## config.mk

```make
export PLATFORM = sky130hd
export DESIGN_NAME = seq_bit_serializer
export DESIGN_NICKNAME = d
export VERILOG_FILES = /design/src/rtl/seq_pkg.sv /design/src/rtl/ser_hold_buf.sv /design/src/rtl/seq_bit_serializer.sv
export SDC_FILE = /design/constraint.sdc
export NUM_CORES = 1
export LEC_CHECK = 0
export ABC_AREA = 1
export CORE_UTILIZATION = 56
export DETAILED_ROUTE_END_ITERATION = 7
export GPL_TIMING_DRIVEN = 1
export PLACE_DENSITY = 0.84
export SETUP_SLACK_MARGIN = 0.2
export SLEW_MARGIN = 5
export SYNTH_ARGS = -nofsm -noshare
export SYNTH_HDL_FRONTEND = slang
export SYNTH_HIERARCHICAL = 1
export SYNTH_SLANG_ARGS = --single-unit
```

## constraint.sdc

```tcl
create_clock -name clk -period 2.2 [get_ports clk]
set_clock_uncertainty 0.15 [all_clocks]
set_input_delay 0.22 -clock clk [delete_from_list [all_inputs] [get_ports clk]]
set_output_delay 0.22 -clock clk [all_outputs]
set_load 0.02 [all_outputs]
```

## src/rtl/seq_pkg.sv

```systemverilog
// Shared encodings for the 1011 detector front end: serializer FSM codes,
// counter widths and the detector's own state codes.
package seq_pkg;

  localparam logic [1:0] ST_IDLE  = 2'd0;
  localparam logic [1:0] ST_SHIFT = 2'd1;
  localparam logic [1:0] ST_PAR   = 2'd2;
  localparam logic [1:0] ST_GAP   = 2'd3;

  typedef enum logic [1:0] {
    S_IDLE  = ST_IDLE,
    S_SHIFT = ST_SHIFT,
    S_PAR   = ST_PAR,
    S_GAP   = ST_GAP
  } ser_state_t;

  // Gap counter covers IDLE_BITS up to 15.
  localparam int GAP_CNT_W = 4;

  function automatic int bit_cnt_w(input int data_w);
    return $clog2(data_w + 1);
  endfunction

  localparam logic [2:0] DET_IDLE = 3'd0;
  localparam logic [2:0] DET_1    = 3'd1;
  localparam logic [2:0] DET_10   = 3'd2;
  localparam logic [2:0] DET_101  = 3'd3;
  localparam logic [2:0] DET_1011 = 3'd4;

  typedef enum logic [2:0] {
    D_IDLE = DET_IDLE,
    D_1    = DET_1,
    D_10   = DET_10,
    D_101  = DET_101,
    D_1011 = DET_1011
  } det_state_t;

endpackage

```

## src/rtl/ser_hold_buf.sv

```systemverilog
// Single-entry valid/ready hold register in front of the serializer shifter.
// in_ready is taken straight from the full flag, so a draining edge never accepts.
module ser_hold_buf
  import seq_pkg::*;
#(
  parameter int DATA_W = 8
) (
  input  logic              clk,
  input  logic              reset,
  input  logic [DATA_W-1:0] in_data,
  input  logic              in_valid,
  output logic              in_ready,
  input  logic              pop,
  output logic [DATA_W-1:0] buf_data,
  output logic              buf_full
);

  assign in_ready = !buf_full;

  always_ff @(posedge clk or posedge reset) begin
    if (reset) begin
      buf_full <= 1'b0;
      buf_data <= '0;
    end else if (in_valid && in_ready) begin
      buf_full <= 1'b1;
      buf_data <= in_data;
    end else if (pop) begin
      buf_full <= 1'b0;
    end
  end

endmodule

```

## src/rtl/seq_bit_serializer.sv

```systemverilog
// Parallel-in/serial-out front end for the 1011 detector x input.
// Optional even-parity bit after each word when SER_PARITY_EN is defined.
module seq_bit_serializer
  import seq_pkg::*;
#(
  parameter int DATA_W    = 8,
  parameter int MSB_FIRST = 1,
  parameter int IDLE_BITS = 0
) (
  input  logic              clk,
  input  logic              reset,
  input  logic [DATA_W-1:0] in_data,
  input  logic              in_valid,
  output logic              in_ready,
  input  logic              bit_en,
  output logic              x,
  output logic              x_valid,
  output logic              word_start,
  output logic              busy
);

  localparam int                   CW       = bit_cnt_w(DATA_W);
  localparam logic [CW-1:0]        LAST_CNT = CW'(DATA_W);
  localparam logic [GAP_CNT_W-1:0] GAP_LAST = GAP_CNT_W'(IDLE_BITS);
  localparam bit                   HAS_GAP  = (IDLE_BITS > 0);
  localparam bit                   MSBF     = (MSB_FIRST != 0);

  ser_state_t             state;
  logic [DATA_W-1:0]      shreg;
  logic [DATA_W-1:0]      buf_data;
  logic [CW-1:0]          bit_cnt;
  logic [GAP_CNT_W-1:0]   gap_cnt;
  logic                   buf_full;
  logic                   decide;
  logic                   to_gap;
  logic                   load;
`ifdef SER_PARITY_EN
  logic                   par_q;
  logic                   to_par;
`endif

  ser_hold_buf #(.DATA_W(DATA_W)) u_hold (
    .clk      (clk),
    .reset    (reset),
    .in_data  (in_data),
    .in_valid (in_valid),
    .in_ready (in_ready),
    .pop      (load),
    .buf_data (buf_data),
    .buf_full (buf_full)
  );

  // decide marks the edge where the shifter is free: reload or fall back to idle.
  always_comb begin
    decide = 1'b0;
    to_gap = 1'b0;
`ifdef SER_PARITY_EN
    to_par = 1'b0;
`endif
    case (state)
      S_IDLE: decide = 1'b1;
      S_SHIFT: begin
        if (bit_cnt == LAST_CNT) begin
`ifdef SER_PARITY_EN
          to_par = 1'b1;
`else
          if (HAS_GAP) to_gap = 1'b1;
          else         decide = 1'b1;
`endif
        end
      end
`ifdef SER_PARITY_EN
      S_PAR: begin
        if (HAS_GAP) to_gap = 1'b1;
        else         decide = 1'b1;
      end
`endif
      S_GAP: begin
        if (gap_cnt == GAP_LAST) decide = 1'b1;
      end
      default: decide = 1'b1;
    endcase
  end

  assign load = bit_en && buf_full && decide;
  assign busy = buf_full || (state != S_IDLE);

  always_ff @(posedge clk or posedge reset) begin
    if (reset) begin
      state      <= S_IDLE;
      shreg      <= '0;
      bit_cnt    <= '0;
      gap_cnt    <= '0;
      x          <= 1'b0;
      x_valid    <= 1'b0;
      word_start <= 1'b0;
`ifdef SER_PARITY_EN
      par_q      <= 1'b0;
`endif
    end else if (!bit_en) begin
      x_valid    <= 1'b0;
      word_start <= 1'b0;
    end else begin
      x_valid    <= 1'b1;
      word_start <= 1'b0;
      if (load) begin
        state      <= S_SHIFT;
        bit_cnt    <= CW'(1);
        word_start <= 1'b1;
        x          <= MSBF ? buf_data[DATA_W-1] : buf_data[0];
        shreg      <= MSBF ? (buf_data << 1) : (buf_data >> 1);
`ifdef SER_PARITY_EN
        par_q      <= ^buf_data;
`endif
      end else if (decide) begin
        state   <= S_IDLE;
        x_valid <= 1'b0;
`ifdef SER_PARITY_EN
      end else if (to_par) begin
        state <= S_PAR;
        x     <= par_q;
`endif
      end else if (to_gap) begin
        state   <= S_GAP;
        gap_cnt <= GAP_CNT_W'(1);
        x       <= 1'b0;
      end else if (state == S_GAP) begin
        gap_cnt <= gap_cnt + 1'b1;
        x       <= 1'b0;
      end else begin
        x       <= MSBF ? shreg[DATA_W-1] : shreg[0];
        shreg   <= MSBF ? (shreg << 1) : (shreg >> 1);
        bit_cnt <= bit_cnt + 1'b1;
      end
    end
  end

endmodule
```

==> impl_metrics.tcl <==
set metrics [dict create \
    grt_pass1_wl_um 3100 \
    outcome "finished clean" \
    finalSetupTns_ns 0 \
    pin_count 17 \
    end_kind "output port" \
    ys_ff_latch 24 \
    min_period_ns 1.65 \
    hpwl_um 1420 \
    drt-total-wl_um 1900 \
    dr.pass1.iters 4 \
    cts_buffers 3 \
    num_antenna_cells 0 \
    yosysWarnings 6 \
    timing.final.crit_share 0.748 \
    finalHoldViolations 0 \
    clk_pin_slew_ns 0.12 \
    die_x_um 48.1 \
    synth_compound_area_frac 0.0661 \
    p_seq_frac 0.463 \
    grt_pass1_vias 750 \
    syn-mean-instance-area_um2 8.52 \
    cts_tree "yes" \
    num_vias 873 \
    syn-instance-count 140 \
    cts_root_buf "clkbuf_4" \
    p_sw_uw 644 \
    final-max-slew-violation-count 0 \
    cts_hold_buf 0 \
    core_um2 1980 \
    ctsResizeCount 0 \
    num-nets-final 171 \
    grt_max_degree 20 \
    via_per_inst 4.80 \
    power_mw 1.59 \
    synth_area_um2 1190 \
    drive_gt1_frac 0.0968 \
    grt_util_all_layers 0.197 \
    antenna_found_initial 0 \
    seq_area_frac_synth 0.504 \
    slew_headroom 0.615 \
    rsz0062_at_grt "false" \
    synth_xor_area_frac 0.0147 \
    cap_violations 0 \
    max_freq_ghz 0.607 \
    wire_per_inst_um 10.4 \
    ant_nets 0 \
    cp_data_arrival_time_ns 1.28 \
    h-tree-depth 1 \
    yosys-mux-area-fraction 0 \
    postCtsSetupBuffers 0 \
    yosys.area.top_type_share 0.504 \
    pwr-share-clk 0.115 \
    sw_frac_of_total 0.405 \
    synthSimpleGateAreaFrac 0.277 \
    clock_latency_ns 0.31 \
    synth_top_family_by_area "simple AND/OR/NAND/NOR gates" \
    port_buffers 16 \
    die_y_um 48.1 \
    rows 16 \
    crit_type "flip-flop to output port" \
    drt_iter0_drc 19 \
    synthAdderAreaFrac 0.0210 \
    pwr-share-comb 0.422 \
    crit_required_ns 1.83 \
    cts_sinks 24 \
    start_util 0.602 \
    overflow 0 \
    netlist-cell-type-count 16 \
    cp-start-kind "flip-flop" \
    yosys.area.top_type "dfrtp_1" \
    holdCritPathClass "primary input to asynchronous set/reset pin" \
    synth_nets 154 \
    leakage_nw 0.769 \
    nFillCells 155 \
    cts_buffer_depth 2 \
    tightest_slew_ns 0.577 \
    place_congestion 0.769 \
    synth_area_leaders "dfrtp_1 (50%), nand2_1 (14%), nand3_1 (7.6%)" \
    ir_drop_mv 0.689 \
    crit_fanout 4 \
    setup_viol 0 \
    drcViolationCount 0 \
    p_int_uw 945 \
    die_area_um2 2320 \
    syn2layout_area_growth_pct 14.8 \
    pwr_density_cell_nw_per_um2 1160 \
]
-- power by group through the flow --
stage          Sequential [mW]  Clock (mW)  Combinational, mW
2_1_floorplan            0.743           0              0.513
3_3_place_gp             0.737           0              0.653
3_5_place_dp             0.746           0              0.676
4_1_cts                  0.736       0.189              0.682
5_1_grt                  0.761       0.209              0.773
6_report                 0.736       0.183              0.670
-- per-layer routing --
layer / share of wire / routed length [um] / vias to the layer above / global-route usage
met4: 0.0026 / 5 / 0 / 0.0667
met3: 0.054 / 102 / 2 / 0.0444
met5: 0 / 0 / - / 0
met2: 0.47 / 896 / 30 / 0.323
li1: - / - / 457 / -
met1: 0.47 / 895 / 384 / 0.257
-- cell usage in the layout, fill, tap and decap left out --
cell type        synthesis  final
clkbuf_4                 0      3
clkdlybuf4s50_1          0     14
clkinv_2                 1      1
dfrtp_1                 24     24
dlymetal6s2s_1           0      2
ha_1                     2      2
inv_1                   22     22
inv_2                    2      2
nand2_1                 46     46
nand2_4                  3      3
nand3_1                 18     18
nand3_2                  1      1
nand3_4                  1      1
o211ai_1                 1      1
o21ai_0                  9      9
o21ai_2                  3      3
or2_2                    1      1
xor2_1                   2      2
-- kinds of logic after synthesis --
family / after synthesis
flip-flops: 24
buffers and inverters: 29
AND/OR/NAND/NOR: 70
AO/OA/AOI/OAI: 13
XOR/XNOR: 2
adder cells (fa/ha/maj): 2
-- final timing paths --
check                           cells after the start  slack, ns                  to                from
worst max-delay path                                2       0.55                busy            state[0]
worst min-delay path                                2       0.03  u_hold/buf_data[6]               reset
worst max register to register                      7       0.67          bit_cnt[0]          bit_cnt[0]
worst min register to register                      2       0.34  u_hold/buf_data[1]  u_hold/buf_data[1]
max in group asynchronous                           2       1.38            shreg[1]               reset
min in group clk                                    3       0.30  u_hold/buf_data[6]          in_data[6]
-- synth_stat cells --
cell      instances
buf_6             4
clkinv_2          1
dfrtp_1          24
ha_1              2
inv_1            22
inv_2             2
nand2_1          46
nand2_4           3
nand3_1          18
nand3_2           1
nand3_4           1
o211ai_1          1
o21ai_0           9
o21ai_2           3
or2_2             1
xor2_1            2
-- cell type report --
| class | count | area [um^2] | share of cell area |
|---|---|---|---|
| Clock buffer | 3 | 22.5 | 0.0165 |
| Inverter | 25 | 95.1 | 0.0695 |
| Multi-Input combinational cell | 87 | 452 | 0.330 |
| Sequential cell | 24 | 601 | 0.439 |
| Tap cell | 27 | 33.8 | 0.0247 |
| Timing Repair Buffer | 16 | 165 | 0.121 |
-- sequential cells by signal, summed over array words and instances (netlist names) --
| name | flops |
|---|---|
| word_start | 1 |
| bit_cnt | 4 |
| x | 1 |
| x_valid | 1 |
| shreg | 7 |
| state | 1 |
| u_hold/buf_full | 1 |
| u_hold/buf_data | 8 |
-- worst max-delay path, stage by stage, from the launching register on --
cell	delay [ns]
dfrtp_1	0.45
or2_2	0.31
dlymetal6s2s_1	0.21
-- per-stage QoR --
| stage | hold slack, ns | setup slack (ns) | utilization | instance area [um^2] | cells |
|---|---|---|---|---|---|
| after detailed placement | 0.309 | 0.519 | 0.677 | 1340 | 179 |
| final | 0.0283 | 0.553 | 0.691 | 1370 | 182 |
| after floorplan | -0.102 | 0.862 | - | 1190 | 140 |
| after CTS | 0.0433 | 0.221 | 0.688 | 1360 | 182 |
| after global routing | 0.0548 | 0.489 | 0.691 | 1370 | 182 |
| after global placement | 0.306 | 0.558 | 0.677 | 1340 | 179 |
(Power assumes the default switching activity.)
